<file path="src/rtl/fifo_wr_producer_pkg.sv">
// Shared types and constants for the FIFO write-side burst producer.
// Pattern mode is selected by FIFO_WR_PRODUCER_LFSR_EN (LFSR) or left undefined (increment).
package fifo_wr_producer_pkg;

    localparam int unsigned DATA_W_DEF = 16;
    localparam int unsigned LEN_W_DEF  = 8;

    // Fibonacci taps for x^16+x^14+x^13+x^11+1 (bits 15,13,12,10)
    localparam logic [15:0] LFSR_TAPS      = 16'hB400;
    localparam logic [15:0] ZERO_SEED_REPL = 16'h0001;

    typedef enum logic [1:0] {
        IDLE = 2'd0,
        RUN  = 2'd1,
        DONE = 2'd2
    } state_t;

endpackage

</file>
<file path="src/rtl/fifo_wr_producer_pattern_gen.sv">
// Combinational next-word function shared by the write producer and read-side checker.
// FIFO_WR_PRODUCER_LFSR_EN selects the LFSR step; otherwise a wrapping increment.
module pattern_gen
    import fifo_wr_producer_pkg::*;
#(
    parameter int unsigned DATA_W = DATA_W_DEF
) (
    input  logic [DATA_W-1:0] cur,
    output logic [DATA_W-1:0] next_word_c
);

    always_comb begin
`ifdef FIFO_WR_PRODUCER_LFSR_EN
        next_word_c = {cur[DATA_W-2:0], ^(cur & DATA_W'(LFSR_TAPS))};
`else
        next_word_c = cur + DATA_W'(1);
`endif
    end

endmodule

</file>
<file path="src/rtl/fifo_wr_producer.sv">
// Burst traffic source for the dual-clock FIFO write port (clk_1 domain).
// FIFO_WR_PRODUCER_LFSR_EN: LFSR pattern with zero-seed replacement; default: increment pattern.
module fifo_wr_producer
    import fifo_wr_producer_pkg::*;
#(
    parameter int unsigned DATA_W = DATA_W_DEF,
    parameter int unsigned LEN_W  = LEN_W_DEF
) (
    input  logic              clk,
    input  logic              rst,
    input  logic              start,
    input  logic [LEN_W-1:0]  length,
    input  logic [DATA_W-1:0] seed,
    input  logic              buffer_full,
    output logic              data_1_en,
    output logic [DATA_W-1:0] data_1,
    output logic              busy,
    output logic              done,
    output logic [LEN_W-1:0]  words_sent
);

    state_t             state_q, state_d;
    logic [LEN_W-1:0]   remaining_q, remaining_d;
    logic [LEN_W-1:0]   words_d;
    logic [DATA_W-1:0]  data_d;
    logic [DATA_W-1:0]  next_word_c;
    logic [DATA_W-1:0]  seed_eff_c;

    pattern_gen #(.DATA_W(DATA_W)) u_pattern_gen (
        .cur         (data_1),
        .next_word_c (next_word_c)
    );

    // Write gate is combinational so a full FIFO is never written.
    always_comb begin
        data_1_en = (state_q == RUN) && !buffer_full;
    end

    always_comb begin
        seed_eff_c = seed;
`ifdef FIFO_WR_PRODUCER_LFSR_EN
        if (seed == '0) seed_eff_c = DATA_W'(ZERO_SEED_REPL);
`endif
    end

    // Next-state and datapath update.
    always_comb begin
        state_d     = state_q;
        remaining_d = remaining_q;
        words_d     = words_sent;
        data_d      = data_1;
        case (state_q)
            IDLE: begin
                if (start) begin
                    remaining_d = length;
                    data_d      = seed_eff_c;
                    words_d     = '0;
                    state_d     = (length != '0) ? RUN : DONE;
                end
            end
            RUN: begin
                if (data_1_en) begin
                    data_d      = next_word_c;
                    remaining_d = remaining_q - LEN_W'(1);
                    words_d     = words_sent + LEN_W'(1);
                    if (remaining_q == LEN_W'(1)) state_d = DONE;
                end
            end
            DONE:    state_d = IDLE;
            default: state_d = IDLE;
        endcase
    end

    always_ff @(posedge clk or negedge rst) begin
        if (!rst) begin
            state_q     <= IDLE;
            remaining_q <= '0;
            data_1      <= '0;
            words_sent  <= '0;
            busy        <= 1'b0;
            done        <= 1'b0;
        end else begin
            state_q     <= state_d;
            remaining_q <= remaining_d;
            data_1      <= data_d;
            words_sent  <= words_d;
            busy        <= (state_d == RUN);
            done        <= (state_d == DONE);
        end
    end

endmodule

</file>
<file path="config.mk">
export PLATFORM = sky130hd
export DESIGN_NAME = fifo_wr_producer
export DESIGN_NICKNAME = d
export VERILOG_FILES = /design/src/rtl/fifo_wr_producer_pkg.sv /design/src/rtl/fifo_wr_producer_pattern_gen.sv /design/src/rtl/fifo_wr_producer.sv
export SDC_FILE = /design/constraint.sdc
export NUM_CORES = 1
export LEC_CHECK = 0
export ABC_AREA = 1
export BUFFER_PORTS_ARGS = -buffer_cell sky130_fd_sc_hd__buf_4
export CAP_MARGIN = 20
export CELL_PAD_IN_SITES_DETAIL_PLACEMENT = 0
export CELL_PAD_IN_SITES_GLOBAL_PLACEMENT = 1
export CORE_ASPECT_RATIO = 0.6
export CORE_MARGIN = 2
export CORE_UTILIZATION = 30
export CTS_CLUSTER_SIZE = 10
export DETAILED_ROUTE_END_ITERATION = 8
export HOLD_SLACK_MARGIN = 0.12
export PLACE_DENSITY = 0.76
export SYNTH_ARGS = -nofsm -noshare
export SYNTH_HDL_FRONTEND = slang
export SYNTH_SLANG_ARGS = --single-unit
</file>
<file path="constraint.sdc">
create_clock -name clk -period 1.8 [get_ports clk]
set_input_delay 0 -clock clk [delete_from_list [all_inputs] [get_ports clk]]
set_output_delay 0 -clock clk [all_outputs]
set_load 0.01 [all_outputs]
</file>
After elaboration in Yosys (flattened, before gate mapping)
Index checks and enable logic that the tools add are counted.
{ "totals": {"regBits": 36, "latchBits": 0, "ram_bits": 0, "rom_bits": 0, "input_bits": 28, "out_inout_bits": 27, "word_cells": 35, "memories": 0} }
{ "op_classes": {"n_addsub": 3, "multipliers": 0, "n_div": 0, "order_cmp": 0, "eq_ne": 6, "n_shift": 0, "muxes": 14, "n_bitwise": 0, "reduce_logical": 6} }
{ "ops": {"columns": ["operator", "count"], "rows": [
  ["$mux W16", 2],
  ["$mux W8", 4],
  ["$pmux W16 S2", 1],
  ["$pmux W8 S2", 2],
  ["$add A16 B1 Y16 const B", 1],
  ["$add A8 B1 Y8 const B", 1],
  ["$eq A8 B1 Y1 const B", 1],
  ["$mux W2", 4],
  ["$reduce_bool A8 Y1", 1],
  ["$sub A8 B1 Y8 const B", 1],
  ["$eq A2 B1 Y1 const B", 2],
  ["$ne A2 B2 Y1 const B", 2],
  ["$pmux W2 S2", 1],
  ["$reduce_and A3 Y1", 1],
  ["$eq A2 B2 Y1 const B", 1],
  ["$logic_not A2 Y1", 1],
  ["$reduce_bool A2 Y1", 1],
  ["$logic_and A1 B1 Y1", 1],
  ["$logic_not A1 Y1", 1]
]} }

Depth between registers and ports, before layout
{ "depth": {"ltp_word": 5, "mapped_depth": 10, "ltp_nobuf": 9} }

Modules after synthesis
From an unflattened synthesis, not the netlist that was laid out.
{ "hier_totals": {"hier_cells": 323, "area_unflattened_um2": 2297.2} }
{ "modules_own_cells": {"columns": ["module", "n_inst", "cells_per_inst", "area_per_inst_um2"], "rows": [
  ["fifo_wr_producer", 1, 251, 1899.3],
  ["pattern_gen", 1, 72, 397.9]
]} }

Worst setup path after synthesis
No wires, ideal clock.
{ "synth_timing": {"path_type": "register to register", "startpoint": "reg data_1[1]", "endpoint": "reg data_1[14]", "setup_time_ns": 0.116, "arrival_time_ns": 1.212, "required_ns": 1.684, "slack_ns": 0.471, "path_stages_with_launch": 9, "path_buffers": 0, "period_less_slack_ns": 1.329, "cell_sequence": "dfrtp_1 -> ha_1 -> nand3_1 -> nor2_1 -> nand3_1 -> nand2_1 -> nand3_1 -> nand2_1 -> nand2_1"} }
{ "synth_via": {"elab_chain_len": 3} }
{ "synth_lines": {"columns": ["element", "line_no", "source"], "rows": [
  ["start, declared", "fifo_wr_producer.sv:16", "output logic [DATA_W-1:0] data_1,"],
  ["start signal, assigned", "fifo_wr_producer.sv:85", "data_1 <= data_d;"],
  ["$add A16 B1 Y16", "fifo_wr_producer_pattern_gen.sv:16", "next_word_c = cur + DATA_W'(1);"],
  ["$mux W16", "fifo_wr_producer.sv:62", "if (data_1_en) begin"],
  ["$pmux W16 S2", "fifo_wr_producer.sv:52", "case (state_q)"]
]} }
No other way between the ends. The select of a mux whose other input is x is not followed.
A chain may end at the register's enable or synchronous reset.

Worst setup path in the final report
Ends and elaborated chain as after synthesis.

==> impl_summary.log <==
[metrics] result of the run: finished, final reports clean
[metrics] height of the chip: 72.4 µm
[metrics] final routed wirelength across all metal layers: 6670 µm
[metrics] initial antenna violation count: 0
[metrics] clock period minus final worst setup slack: 1.56 ns
[metrics] required arrival time at the worst endpoint: between 1.5 and 2 ns
[metrics] First-pass DRT Iterations: 4
[metrics] worst-case reg-to-reg path depth: 8
[metrics] via count of the first global-routing pass: 2,277
[metrics] ratio of final minimum period to clock period: 0.868
[metrics] total number of vias: 2,457
[metrics] setup repair after global routing missed its margin: false
[metrics] Die Wd: 118 µm
[metrics] source of the worst register-to-register timing path: data_1[1]
[metrics] number of sinks driven by the clock tree: 36
[metrics] Tot GR Track Use: 0.167
[metrics] Max stage delay cell, worst path: sky130_fd_sc_hd__dfrtp_1
[metrics] number of buffers between clock root and the deepest sink: 2
[metrics] Starting Density: 0.315
[metrics] distinct cell type count after synthesis: 31
[metrics] count of final max-slew check failures: 0
[metrics] total grt overflow: 0
[metrics] count of endpoints failing setup in the final report: 0
[metrics] cell count after placement: 485
[metrics] ant diodes: 0
[metrics] CP Launch Point: data_1[1]
[metrics] critical path arrival: 1.73 ns
[metrics] CTS root buf: sky130_fd_sc_hd__clkbuf_16
[metrics] port bufs: 54
[metrics] # H-tree levels: 2
[metrics] residual antenna-violating net count after detailed routing: 0
[metrics] number of buffers inserted by hold repair at cts: 24
[metrics] actual slew at the worst max-slew pin: 0.560 ns
[metrics] CORE AREA: 0.00742 mm²
[metrics] Post-layout nets: ~440
[metrics] type of the worst setup path: reg2reg
[metrics] number of top-level pins: 55
[metrics] Post-Route Setup TNS: 0 ns
[metrics] standard-cell row count: 24
[metrics] Util after Layout: 0.436
[metrics] pwr/cell area: ~1600 mW/mm²
[metrics] headroom to the max-slew limit: 0.623
[metrics] largest net degree at the start of global routing: 40
[metrics] full die area: ~0.0085 mm²
[metrics] worst clock skew: 0.00496 ns
[metrics] Final Hold Fails: 0
[metrics] Cell Chain, Critical Path: ha_1 > nand3_1 > nor2_1 > nand3_1 > nand2_1 > nand3_1 > nand2_1 > nand2_1
[metrics] Static Leak: 1.62 nW
[metrics] crit path setup slack, layout: 0.238 ns
[metrics] CTS tree: built
[metrics] Post-CTS Setup Repair Bufs: 0
[metrics] routed len/inst: roughly 13 µm
[metrics] average vias per placed instance: 4.75
[metrics] wire length of the first global-routing pass: 11,300 µm
[metrics] Resize count post-CTS: 0
[metrics] clock buffers created by TritonCTS: 5
[metrics] syn_area_per_cell: around 7.0 µm²
[metrics] count of synthesis-stage warnings from yosys: 0
[metrics] flop-to-flop setup slack: 0.24 ns
[metrics] share of synthesized area occupied by flip-flops and latches: 0.386
[metrics] peak supply drop: 0.000627 V
[metrics] Max Freq: between 0.6 and 0.7 GHz
[metrics] nature of the critical path startpoint: register
[metrics] longest individual stage delay on the worst path: 0.43 ns
[metrics] signed area change from the synthesized netlist to the final layout: 38.4%
[metrics] synthesized area: 0.00234 mm²
[metrics] Hold Crit Class: in2reg
[metrics] crit path to: data_1[14]
[metrics] filler-free cell count of the finished design: 517
[metrics] clock latency on the worst-skew pair: 0.28 ns
[metrics] max-capacitance violation count: 0
[metrics] reg-to-reg critical path endpoint: data_1[14]
[metrics] cell count after synthesis: 335
[metrics] Seq cells post-synth: 36
[metrics] clock transition at the registers of the reported paths: 0.06 ns
[metrics] Routability Congestion: 0.813
[metrics] synthesized net count: 367
[metrics] DRC viols: 0
[metrics] number of design-rule violations left by the first detailed-router iteration: between 100 and 150
[metrics] placement-stage worst setup slack: 0.251 ns
[metrics] layout cell share with drive strength beyond 1: 0.208
[metrics] Critical Path Sink Type: register
[metrics] half-perimeter wire length of the detailed placement result: roughly 4800 µm
[metrics] largest fanout of any net on the critical path: 5
## metal layers
layer	vias up	GRT usage	routed length (µm)
met2	77	0.233	2650
met5	-	0	0
met4	0	0.0415	51
li1	1241	-	-
met3	5	0.0417	411
met1	1134	0.254	3560
## per-stage QoR
step / hold slack (ns) / total power, W / cell area [µm²]
after floorplan: -0.296 / 0.00320 / 2340
after global placement: 0.0000839 / 0.00408 / 2830
after detailed placement: 0.00365 / 0.00410 / 2830
after CTS: 0.137 / 0.00515 / 3230
after global routing: 0.174 / 0.00559 / 3230
final: 0.139 / 0.00510 / 3230
## where the power goes
part / switching [W] / internal [W] / leakage, nW
registers: 0.000432 / 0.00117 / 0.438
logic: 0.00146 / 0.00106 / 1.10
clock network: 0.000329 / 0.000651 / 0.0808
total: 0.00222 / 0.00288 / 1.62
## how the worst min path moves through the flow
stage                          from             end  slack (ns)  depth (start not counted)
after detailed placement        rst            busy       0.004                          1
after global routing      length[5]      state_q[0]        0.17                          5
final                     length[5]  remaining_q[5]        0.14                          5
after floorplan                 rst            busy       -0.30                          0
after CTS                 length[5]  remaining_q[5]        0.14                          5
after global placement          rst            busy     0.00008                          1
## registers in the layout, indices dropped and copies added (netlist names)
| name | flops |
|---|---|
| data_1 | 16 |
| remaining_q | 8 |
| words_sent | 8 |
| state_q | 2 |
| busy | 1 |
| done | 1 |
## logic make-up after synthesis
logic type | count (synthesis) | synth area share
simple gates | 179 | 0.340
compound gates | 59 | 0.144
flops | 36 | 0.386
buf+inv | 57 | 0.110
fa+ha+maj | 4 | 0.0214
## area by class of cell
type                            instances  area [µm²]
Clock buffer                            6         129
Clock inverter                          2        35.0
Fill cell                             764        4180
Inverter                               45         171
Multi-Input combinational cell        242        1180
Sequential cell                        36         901
Tap cell                              104         130
Timing Repair Buffer                   82         688
## cell usage in the layout, fill, tap and decap left out, types with 3 or more instances in the layout
cell / n
sky130_fd_sc_hd__nand2_2: 6
sky130_fd_sc_hd__inv_1: 42
sky130_fd_sc_hd__a21oi_1: 11
sky130_fd_sc_hd__nand2_1: 80
sky130_fd_sc_hd__ha_1: 4
sky130_fd_sc_hd__nand3_1: 33
sky130_fd_sc_hd__nor2_2: 3
sky130_fd_sc_hd__o21ai_1: 15
sky130_fd_sc_hd__clkbuf_16: 5
sky130_fd_sc_hd__nand4_1: 10
sky130_fd_sc_hd__o211ai_1: 3
sky130_fd_sc_hd__o21ai_0: 18
sky130_fd_sc_hd__dlygate4sd3_1: 24
sky130_fd_sc_hd__or2_2: 5
sky130_fd_sc_hd__dfrtp_1: 36
sky130_fd_sc_hd__nor2_1: 36
sky130_fd_sc_hd__buf_4: 57
## worst max-delay path: cells and delay by family, from the launching register on
family	cells	cell delay, ns
flops	1	0.43
simple gates	7	0.81
fa+ha+maj	1	0.22
## synthesized netlist by cell type, drive strengths merged
library cell  number  area [µm²]
or2                5        31.3
nand3b             2        15.0
a21oi             13        72.6
nor3               2        10.0
ha                 4        50.1
nor4               1        6.26
a21o               2        15.0
o21ai             33         165
nand3             33         165
a31oi              2        12.5
buf               10        77.6
nand4             10        62.6
o211ai             3        22.5
o21a               2        15.0
a22oi              1        12.5
o21bai             1        7.51
dfrtp             36         901
clkbuf             2        7.51
o22ai              2        12.5
inv               45         171
nand2             87         349
nor2              39         154
Note: power is estimated with default switching activity, not from simulation.
